File: src/rtl/mips_mem_arbiter.sv
// Shares one unified memory bus between the instruction-fetch and data ports of a Harvard
// MIPS core: arbitrates, sequences issue/wait/read-return/acknowledge, and aborts hung accesses.
module mips_mem_arbiter #(
   parameter bit          RR      = 1'b1,
   parameter int unsigned TIMEOUT = 255
) (
   input  logic        clk,
   input  logic        reset,
   input  logic [31:0] i_address,
   input  logic        i_read,
   output logic [31:0] i_readdata,
   output logic        i_valid,
   input  logic [31:0] d_address,
   input  logic        d_read,
   input  logic        d_write,
   input  logic [31:0] d_writedata,
   input  logic [3:0]  d_byteenable,
   output logic [31:0] d_readdata,
   output logic        d_valid,
   output logic [31:0] mem_address,
   output logic        mem_read,
   output logic        mem_write,
   output logic [31:0] mem_writedata,
   output logic [3:0]  mem_byteenable,
   input  logic        mem_waitrequest,
   input  logic [31:0] mem_readdata,
   input  logic        mem_readdatavalid,
   output logic        busy,
   output logic        timeout
);
   localparam int unsigned AW = 32;
   localparam int unsigned DW = 32;
   localparam int unsigned BW = 4;
   localparam int unsigned CW = 16;
   localparam logic [CW-1:0] CNT_LAST = CW'(TIMEOUT - 1);

   typedef enum logic [1:0] {
      S_IDLE    = 2'd0,
      S_ISSUE   = 2'd1,
      S_WAIT_RD = 2'd2,
      S_DONE    = 2'd3
   } state_e;

   state_e        state_q, state_d;
   logic          gnt_d_q, gnt_d_d;     // current access belongs to the data port
   logic          last_d_q, last_d_d;   // most recent grant went to the data port
   logic          wr_q, wr_d;
   logic [AW-1:0] addr_q, addr_d;
   logic [DW-1:0] wdata_q, wdata_d;
   logic [BW-1:0] be_q, be_d;
   logic [DW-1:0] ird_q, ird_d;
   logic [DW-1:0] drd_q, drd_d;
   logic [CW-1:0] cnt_q, cnt_d;
   logic          tout_q, tout_d;
   logic          mem_read_q, mem_read_d;
   logic          mem_write_q, mem_write_d;
   logic          i_valid_q, i_valid_d;
   logic          d_valid_q, d_valid_d;
   logic          busy_q, busy_d;
   logic          d_req, pick_d, expired, abort;

   // State and registered outputs
   always_ff @(posedge clk or negedge reset) begin
      if (!reset) begin
         state_q     <= S_IDLE;
         gnt_d_q     <= 1'b0;
         last_d_q    <= 1'b0;
         wr_q        <= 1'b0;
         addr_q      <= '0;
         wdata_q     <= '0;
         be_q        <= '0;
         ird_q       <= '0;
         drd_q       <= '0;
         cnt_q       <= '0;
         tout_q      <= 1'b0;
         mem_read_q  <= 1'b0;
         mem_write_q <= 1'b0;
         i_valid_q   <= 1'b0;
         d_valid_q   <= 1'b0;
         busy_q      <= 1'b0;
      end else begin
         state_q     <= state_d;
         gnt_d_q     <= gnt_d_d;
         last_d_q    <= last_d_d;
         wr_q        <= wr_d;
         addr_q      <= addr_d;
         wdata_q     <= wdata_d;
         be_q        <= be_d;
         ird_q       <= ird_d;
         drd_q       <= drd_d;
         cnt_q       <= cnt_d;
         tout_q      <= tout_d;
         mem_read_q  <= mem_read_d;
         mem_write_q <= mem_write_d;
         i_valid_q   <= i_valid_d;
         d_valid_q   <= d_valid_d;
         busy_q      <= busy_d;
      end
   end

   // Arbitration, access sequencing and timeout
   always_comb begin
      state_d  = state_q;
      gnt_d_d  = gnt_d_q;
      last_d_d = last_d_q;
      wr_d     = wr_q;
      addr_d   = addr_q;
      wdata_d  = wdata_q;
      be_d     = be_q;
      ird_d    = ird_q;
      drd_d    = drd_q;
      cnt_d    = cnt_q;
      tout_d   = tout_q;
      d_req    = d_read | d_write;
      pick_d   = 1'b0;
      expired  = (cnt_q == CNT_LAST);
      abort    = 1'b0;

      case (state_q)
         S_IDLE: begin
            if (i_read || d_req) begin
               pick_d   = d_req && (!i_read || !RR || !last_d_q);
               gnt_d_d  = pick_d;
               last_d_d = pick_d;
               wr_d     = pick_d && d_write;
               addr_d   = pick_d ? d_address : i_address;
               wdata_d  = d_writedata;
               be_d     = (pick_d && d_write) ? d_byteenable : {BW{1'b1}};
               cnt_d    = '0;
               state_d  = S_ISSUE;
            end
         end
         S_ISSUE: begin
            cnt_d = cnt_q + CW'(1);
            if (!mem_waitrequest && wr_q) begin
               state_d = S_DONE;
            end else if (expired) begin
               abort = 1'b1;
            end else if (!mem_waitrequest) begin
               state_d = S_WAIT_RD;
            end
         end
         S_WAIT_RD: begin
            cnt_d = cnt_q + CW'(1);
            if (mem_readdatavalid) begin
               if (gnt_d_q) begin
                  drd_d = mem_readdata;
               end else begin
                  ird_d = mem_readdata;
               end
               state_d = S_DONE;
            end else if (expired) begin
               abort = 1'b1;
            end
         end
         S_DONE: begin
            state_d = S_IDLE;
         end
         default: begin
            state_d = S_IDLE;
         end
      endcase

      // A hung access still completes, returning zero data to its owner
      if (abort) begin
         state_d = S_DONE;
         tout_d  = 1'b1;
         if (gnt_d_q) begin
            drd_d = '0;
         end else begin
            ird_d = '0;
         end
      end

      mem_read_d  = (state_d == S_ISSUE) && !wr_d;
      mem_write_d = (state_d == S_ISSUE) && wr_d;
      i_valid_d   = (state_d == S_DONE) && !gnt_d_d;
      d_valid_d   = (state_d == S_DONE) && gnt_d_d;
      busy_d      = (state_d != S_IDLE);
   end

   assign i_readdata     = ird_q;
   assign i_valid        = i_valid_q;
   assign d_readdata     = drd_q;
   assign d_valid        = d_valid_q;
   assign mem_address    = addr_q;
   assign mem_read       = mem_read_q;
   assign mem_write      = mem_write_q;
   assign mem_writedata  = wdata_q;
   assign mem_byteenable = be_q;
   assign busy           = busy_q;
   assign timeout        = tout_q;

endmodule
File: config.mk
export PLATFORM = sky130hd
export DESIGN_NAME = mips_mem_arbiter
export DESIGN_NICKNAME = d
export VERILOG_FILES = /design/src/rtl/mips_mem_arbiter.sv
export SDC_FILE = /design/constraint.sdc
export NUM_CORES = 1
export LEC_CHECK = 0
export ABC_AREA = 1
export CORE_ASPECT_RATIO = 2
export CORE_MARGIN = 2
export CORE_UTILIZATION = 45
export DETAILED_ROUTE_END_ITERATION = 7
export GPL_TIMING_DRIVEN = 0
export PLACE_DENSITY = 0.8
export SYNTH_ARGS = -nofsm -noshare
export SYNTH_HDL_FRONTEND = slang
export SYNTH_SLANG_ARGS = --single-unit
File: constraint.sdc
create_clock -name clk -period 1.9 [get_ports clk]
set_input_delay 0.38 -clock clk [delete_from_list [all_inputs] [get_ports clk]]
set_output_delay 0.38 -clock clk [all_outputs]
set_load 0.05 [all_outputs]
==> results.yml, run 1 <==
cts:
  clkTransAtPathRegs_ns: 0.06
  clock_sinks: 159
  tritoncts: "done"
  clockBufferDepth: 2
  cts_buffers: 17
  root_buffer: "clkbuf_16"
  h-tree-depth: 4
  clk_latency_ns: 0.42
routing:
  final_antenna_net_count: 0
  drt_iter0_markers: 297
  wl_per_cell_um: 14.96
  wl_um: 21270
  dr.pass1.iters: 4
  via_per_inst: 4.828
  drc_errors: 0
  vias: 6865
setup_path:
  crit_fanout: 4
  r2r_end: "timeout"
  endpoint_kind: "flop"
  crit_path_frequent_cell: "buf_4"
  cp_data_arrival_time_ns: 2.12
  startpoint_type: "flop"
  cp_slowest_stage_delay_ns: 0.39
  required_ns: 2.20
  rr_worst_depth: 10
  crit_slowest_cell: "dfrtp_1"
  crit_buf_inv: 5
  critPathLaunch: "state_q[1]"
  worstSetupPathType: "reg2reg"
  reg2reg_slack_ns: 0.08
  crit_chain: "buf_4 -> ha_2 -> inv_2 -> nor2_1 -> a21oi_2 -> nor3_4 -> buf_6 -> buf_4 -> buf_4 -> or2_2"
  crit_cells: 10
  crit_family: "buffers and inverters"
  endpoint: "timeout"
  timing.rr.start: "state_q[1]"
power_and_ir_drop:
  total_power_mw: 20.64
  powerDensity_mw_per_mm2: 1893
  ir_worst_vdd_mv: 1.309
  power_leakage_nw: 5.835
floorplanning:
  die_h_um: 184.2
  start_util: 0.4607
  coreArea_mm2: 0.01586
  die_area_mm2: 0.01734
  die_x_um: 94.11
  ioPinCount: 277
  rows: 65
grt:
  grt_pass1_vias: 7163
  grt_max_degree: 95
  overflow: 0
  groute.usage.overall: 0.2544
  grt_antenna_before_repair: 1
  grt_pass1_wl_um: 34640
synth:
  yosys_warnings: 0
  synth.distinct_cells: 30
  synth-seq-cells: 159
  synth.avg_cell_area_um2: 8.092
  synth_area_mm2: 0.007307
  syn_nets: 1048
  synth_cells: 903
  ys_seq_area_frac: 0.5445
timing:
  fin_crit_sh: 0.9603
  fin_skew_ns: 0.01291
  hold_slack_ns: 0.4736
  slew_violations: 0
  report.final.hold_viol_count: 0
  fin_ws_ns: 0.07539
  max-slew-margin-rel: 0.6216
  setup_viol: 0
  worst_slew_pin_slew_ns: 0.5676
  clock.fmax_mhz: 548.1
  timing.final.crit_period_ns: 1.825
placement:
  place.gp.congestion: 0.8261
  pre_cts_ws_ns: -0.2956
  placed_area_mm2: 0.01035
  numPortBuffers: 276
  dpl.hpwl_um: 16240
layout:
  n_fill_cell: 1371
  area_growth_pct: 49.20
  drive_gt1_frac: 0.1352
  final_area_mm2: 0.01090
  fin_nets: 1352
hold_path:
  hold_path_class: "reg2reg"
job:
  cap_violations: 0
run_status:
  status: "completed"
-- registers in the layout (all words and copies together), names as in the netlist --
register	cells
mem_read	1
mem_address	32
cnt_q	16
last_d_q	1
d_readdata	32
wr_q	1
i_readdata	32
d_valid	1
gnt_d_q	1
timeout	1
mem_write	1
mem_byteenable	4
i_valid	1
state_q	2
mem_writedata	32
busy	1
-- final cells by class --
type / instances / area, µm² / share of cell area
diodes: 1 / 2.502 / 0.0002295
plain buffers: 38 / 209.0 / 0.01917
clock buffers: 18 / 439.2 / 0.04028
clock inverters: 14 / 143.9 / 0.01320
inverters: 138 / 518.0 / 0.04752
multi-input cells: 568 / 2670 / 0.2449
flip-flops and latches: 159 / 3979 / 0.3650
well taps: 201 / 251.5 / 0.02307
repair buffers: 285 / 2689 / 0.2466
-- Yosys cell counts --
master	count	area share
buf_6	6	0.0092
nand3_1	10	0.0068
a21oi_2	1	0.0012
nor3_1	5	0.0034
nand2_4	3	0.0046
dfrtp_1	159	0.54
nor4_1	1	0.00086
o21ai_1	1	0.00068
or2_2	3	0.0026
inv_2	38	0.020
inv_1	100	0.051
nand2_1	272	0.14
a21o_2	1	0.0012
clkbuf_1	21	0.011
ha_1	6	0.010
a31oi_1	1	0.00086
a211oi_1	1	0.0010
nor2_4	2	0.0031
o22a_1	4	0.0048
a21oi_1	78	0.053
nor2_2	2	0.0017
buf_1	6	0.0031
o21ai_0	74	0.051
nor3_4	1	0.0022
a22oi_1	1	0.0010
nor3_2	2	0.0027
nand3_2	3	0.0041
nor2_1	62	0.032
buf_2	5	0.0034
nand2_2	34	0.029
-- where the power goes --
| part | switching [mW] | internal, mW | total, mW | leakage, nW |
|---|---|---|---|---|
| registers | 0.813 | 4.88 | 5.69 | 1.96 |
| logic | 8.46 | 3.11 | 11.6 | 3.60 |
| clock network | 1.50 | 1.89 | 3.39 | 0.281 |
| total | 10.8 | 9.87 | 20.6 | 5.84 |
-- through the flow --
step	setup TNS, ns	util	cells
finish	0	0.6874	1422
global route	-0.003406	0.6874	1422
CTS	0	0.6826	1418
detailed placement	-25.12	0.6529	1381
global placement	-1000.34	0.6508	1380
floorplan	0	-	903
-- per-layer routing --
metal,track usage,share of wire,vias to the layer above
li1,-,-,3378
met1,0.2595,0.35,3216
met2,0.4751,0.55,227
met3,0.06868,0.060,44
met4,0.1067,0.041,0
met5,0,0,-
-- worst min-delay path: cells and delay by family, from the launching register on --
kind,cells,cell delay [ns]
DFF,1,0.34
and+or+nand+nor,2,0.10
-- worst min-delay path by stage --
stage / cells after the start / from / end
3_5_place_dp: 1 / reset / mem_address[24]
2_1_floorplan: 0 / reset / busy
6_report: 2 / mem_writedata[8] / mem_writedata[8]
5_1_grt: 3 / d_writedata[22] / mem_writedata[22]
4_1_cts: 3 / d_writedata[5] / mem_writedata[5]
3_3_place_gp: 2 / mem_writedata[30] / mem_writedata[30]
-- cells in the final DEF, fill, tap and decap left out, types with 11 or more instances in the layout --
master,count
clkbuf_16,17
inv_2,41
o21ai_0,72
clkbuf_1,11
nor2_1,61
dlygate4sd2_1,138
dfrtp_1,159
nand2_2,32
inv_1,97
a21oi_1,77
clkdlybuf4s50_1,137
nand2_1,272
-- kinds of logic after synthesis --
kind of cell / after synthesis / share of synthesized area
AO/OA/AOI/OAI: 162 / 0.1149
buffers and inverters: 176 / 0.09743
adder cells (fa/ha/maj): 6 / 0.01027
AND/OR/NAND/NOR: 400 / 0.2329
flip-flops: 159 / 0.5445
-- what timing repair did --
item	in CTS	in global routing
endpoints found under the hold margin	65	0
endpoints found under the setup margin	240	125
gates resized for setup	146	31
pin swaps	1	1
setup buffers	4	3
hold buffers	1	0
Power figures use the tool's default switching activity.
==> run 2: changes to the inputs <==
- PLACE_DENSITY: 0.8 -> 0.87
- SLEW_MARGIN: not set -> 20
==> run 2 against run 1 <==
Effect of this change:
- first-iteration DRC count shrank 5.7%
- clock power shrank 6.5%
- utilization shrank 0.20 points
- highest routed layer unchanged
- total power shrank 1.2%
- wire length shrank 1.3%
- critical endpoint is now cnt_q[6]
- via count grew 0.44%
- sequential share of layout area grew 0.11 points
- die area is the same
- non-clock buffer count shrank 4
- cell count shrank 0.35%
- worst setup slack gained 0.010 ns
- count of clock-buffer cells in the layout grew 1
==> results.yml, run 2 (synthesized netlist as in run 1, its figures left out) <==
timing:
  clock.fmax_mhz: 551.2
  max-slew-margin-rel: 0.6095
  rsz0062_at_grt: "yes"
  report.final.hold_viol_count: 0
  setup_viol: 0
  fin_skew_ns: 0.009926
  hold_slack_ns: 0.3524
  fin_crit_sh: 0.9549
  timing.final.crit_period_ns: 1.814
  slew_violations: 0
  worst_slew_pin_slew_ns: 0.5881
setup_path:
  crit_fanout: 9
  reg2reg_slack_ns: 0.09
  crit_slowest_cell: "dfrtp_1"
  crit_chain: "inv_1 -> ha_4 -> nand2_1 -> nand2_4 -> nand2_1 -> nor2_4 -> buf_12 -> a21o_2 -> nand2_1 -> a31oi_1"
  crit_path_frequent_cell: "nand2_1"
  worstSetupPathType: "reg2reg"
  startpoint_type: "flop"
  required_ns: 2.23
  crit_family: "simple AND/OR/NAND/NOR gates"
  cp_data_arrival_time_ns: 2.14
  crit_buf_inv: 2
  endpoint_kind: "flop"
  cp_slowest_stage_delay_ns: 0.38
job:
  cap_violations: 0
grt:
  grt_util_met3: 0.06132
  grt_antenna_before_repair: 0
  grt_util_met2: 0.4586
  grt_pass1_wl_um: 33620
  grt_util_met1: 0.2467
  grt_pass1_vias: 7083
  overflow: 0
  grt-busiest-layer: "met2"
  grt_max_degree: 100
  groute.usage.overall: 0.2473
power_and_ir_drop:
  powerDensity_mw_per_mm2: 1876
  power_switching_mw: 10.72
  seqPwrFrac: 0.278
  ir_worst_vdd_mv: 1.193
  clkPwrFrac: 0.156
  p_int_mw: 9.675
  power_frac_comb: 0.566
  swShare: 0.5255
  power_leakage_nw: 5.796
floorplanning:
  ioPinCount: 277
  coreArea_mm2: 0.01586
  die_h_um: 184.2
  rows: 65
  start_util: 0.4607
  die_x_um: 94.11
  die_area_mm2: 0.01734
layout:
  drive_gt1_frac: 0.1242
  fin_nets: 1348
  area_growth_pct: 48.77
  final_util: 0.6854
  final_common_cell: "nand2_1"
  diodes: 0
  final_cell_mix: "nand2_1 (272), dfrtp_1 (159), dlygate4sd2_1 (138)"
cts:
  h-tree-depth: 4
  cts_buffers: 17
  clk_latency_ns: 0.42
  root_buffer: "clkbuf_16"
  clock_sinks: 159
  clockBufferDepth: 2
  tritoncts: "done"
  clkTransAtPathRegs_ns: 0.07
placement:
  numPortBuffers: 276
  place.gp.congestion: 0.8663
  dpl.hpwl_um: 15920
routing:
  dr.pass1.iters: 4
  wl_um: 21000
  final_antenna_net_count: 0
  drt_iter0_markers: 280
  drc_errors: 0
  vias: 6895
  via_per_inst: 4.866
  wl_per_cell_um: 14.82
hold_path:
  hold_path_class: "in2async"
run_status:
  status: "completed"
run 2: area by class of cell:
cell class / instances / area [µm²]
timing repair buffer: 282 / 2708
multi-input combinational: 568 / 2674
clock inverter: 13 / 108.9
fill: 1319 / 4989
buffer: 37 / 198.9
inverter: 138 / 518.0
tap: 201 / 251.5
clock buffer: 19 / 432.9
sequential: 159 / 3979
run 2: power by group through the flow:
stage / sequential [mW] / combinational, mW / clock, mW
5_1_grt: 5.82 / 12.4 / 3.38
3_5_place_dp: 5.77 / 12.4 / 0
6_report: 5.67 / 11.5 / 3.17
3_3_place_gp: 5.73 / 12.1 / 0
4_1_cts: 5.67 / 11.5 / 3.24
2_1_floorplan: 10.5 / 3.36 / 0
run 2: path summary, 6_finish.rpt:
kind / start / end / depth (start not counted)
max: state_q[1] / cnt_q[6] / 10
min: reset / mem_address[20] / 2
max reg2reg: state_q[1] / cnt_q[6] / 10
min reg2reg: mem_writedata[13] / mem_writedata[13] / 2
max in group asynchronous: reset / mem_writedata[12] / 4
min in group clk: mem_writedata[13] / mem_writedata[13] / 2
run 2: what timing repair did:
item	4_1_cts	5_1_grt
buffers inserted	3	0
hold buffers	1	0
pin swaps	2	2
gates cloned	0	0
hold endpoints to repair	8	0
setup endpoints to repair	237	87
resized for setup	147	12
run 2: per-layer routing:
metal	vias up	wire length [µm]
met5	-	0
met4	0	1044
met3	59	1149
met2	249	11590
met1	3222	7206
li1	3365	-
run 2: through the flow:
| step | instance area, µm² | total power, mW | setup slack, ns | setup TNS (ns) | cells |
|---|---|---|---|---|---|
| 2_1_floorplan | 7307 | 13.85 | 0.2195 | 0 | 903 |
| 3_3_place_gp | 10320 | 17.88 | -6.039 | -981.09 | 1380 |
| 3_5_place_dp | 10380 | 18.13 | -0.3482 | -26.58 | 1382 |
| 4_1_cts | 10830 | 20.44 | 0.003930 | 0 | 1417 |
| 5_1_grt | 10870 | 21.63 | -0.07013 | -0.4382 | 1417 |
| 6_report | 10870 | 20.39 | 0.08573 | 0 | 1417 |
==> RTL edit: new RTL, flow settings as in run 2 <==
Make the reset (`reset`) synchronous in one clocked block.
--- a/src/rtl/mips_mem_arbiter.sv
+++ b/src/rtl/mips_mem_arbiter.sv
@@ -61,5 +61,5 @@
 
    // State and registered outputs
-   always_ff @(posedge clk or negedge reset) begin
+   always_ff @(posedge clk) begin
       if (!reset) begin
          state_q     <= S_IDLE;
Function: differs if reset is asserted again (counterexample within 4 cycles, from zero or initial values and one cycle with reset low); with reset held inactive, the same outputs for 4 cycles.
==> RTL edit against run 2 <==
  * Worst setup slack improved by 0.021 ns
  * Final cell count decreased by 11%
  * Cell area decreased by 9.2%
  * Area after synthesis decreased by 13%
  * Non-clock buffer count increased by 3
  * Wire length decreased by 2.9%
  * Sequential cell count unchanged
  * Sequential share of layout area decreased by 4.3 points
Power is not compared: it rests on default switching activity, and its combinational part moved more than twofold at a synthesized area within 25%.
==> RTL edit: results <==
[worst_hold_path]
min_path_type = "reg -> reg"

[synthesis]
synth_area_leaders = "dfxtp_1 50%, mux2i_1 10%, nor2_1 9.8%, a21oi_1 6.5%, o21ai_0 6.0%"
synthMuxAreaShare_pct = 10.1
async_flop_share_pct = 0
netlist_top_cells_count = "165 x nor2_1, 159 x dfxtp_1, 89 x nand2_1, 82 x a21oi_1, 76 x o21ai_0"
synth_compound_area_share_pct = 14.2
syn-num-nets = 909
synthAdderAreaFrac_pct = 1.18
seq_area_frac_synth_pct = 50.1
synth_xor_area_share_pct = 0.138

[sta]
slew_headroom_pct = 61.0
clock_skew_ns = 0.0105
period_share_pct = 94.4

[routing]
avgRoutedWirePerCell_um = 16.1
vias = 6360
drtIter0Drc = 335
drt_first_pass_iters = 5

[global_route]
met1_usage_pct = 25.0
grt_pass1_wl_um = 31000
first_global_vias = 6474
met2_usage_pct = 49.8
gr-usage-met3_pct = 6.73

[outcome]
outcome = "finished clean"

[placement]
placed_area_sq_um = 9350
dp_hpwl_um = 15500
post-place-ws_ns = -0.416
gp_congestion = 0.956

[critical_path]
cp_max_fo = 6
r2r_end = "cnt_q[10]"
arrival_ns = 2.11
cp-startpoint = "state_q[0]"
rrSetupSlack_ns = 0.11

[cells_and_area]
layout.cells.non_filler = 1265
drive_gt1_share_pct = 8.46
nets = 1209

[cts]
clk_latency_ns = 0.42
## RTL edit: worst min-delay path by stage
stage                     cells after the start  slack, ns       end
final                                         2       0.45   timeout
after global routing                          2       0.47   timeout
after CTS                                     2       0.45   timeout
after detailed placement                      2       0.44   timeout
after global placement                        2       0.44   timeout
after floorplan                               1       0.44  cnt_q[4]
## RTL edit: where the power goes
group          internal (mW)  leakage, nW  total (mW)  switching, mW
clock                   2.21        0.296        3.60           1.40
sequential              3.62         1.30        3.76          0.143
combinational          0.843         3.30        2.62           1.78
## RTL edit: layer usage
layer	vias up	share of wire (%)
met5	-	0
met2	296	55
met3	78	6.1
met1	2868	33
li1	3118	-
met4	0	6.0
## RTL edit: cell type report
class	instances	area [sq um]
fillers	1097	3940
flip-flops and latches	159	3190
multi-input cells	527	2840
repair buffers	281	2630
clock buffers	19	433
well taps	189	236
plain buffers	41	228
clock inverters	12	186
inverters	37	139
## RTL edit: worst register-to-register path, cell delays in order (launching register included)
cell     delay [ns]
dfxtp_4        0.38
inv_2          0.07
ha_4           0.29
inv_2          0.07
o21ai_4        0.22
nand2_2        0.12
nor2_4         0.17
nand2_2        0.09
nor2_2         0.11
nand2_1        0.07
nand2_1        0.06
nor2_1         0.04
## RTL edit: kinds of logic (layout without fill, tap and decap cells)
kind of cell             after synthesis  in the layout
AO/OA/AOI/OAI                        168            168
multiplexers                          64             64
AND/OR/NAND/NOR                      288            288
XOR/XNOR                               1              1
flip-flops                           159            159
adder cells (fa/ha/maj)                6              6
buffers and inverters                 78            390
## RTL edit: what timing repair did
action / in CTS / in global routing
pin swaps: 1 / 3
endpoints found under the setup margin: 162 / 109
gates cloned: 0 / 0
resized for setup: 142 / 13
setup buffers: 2 / 3
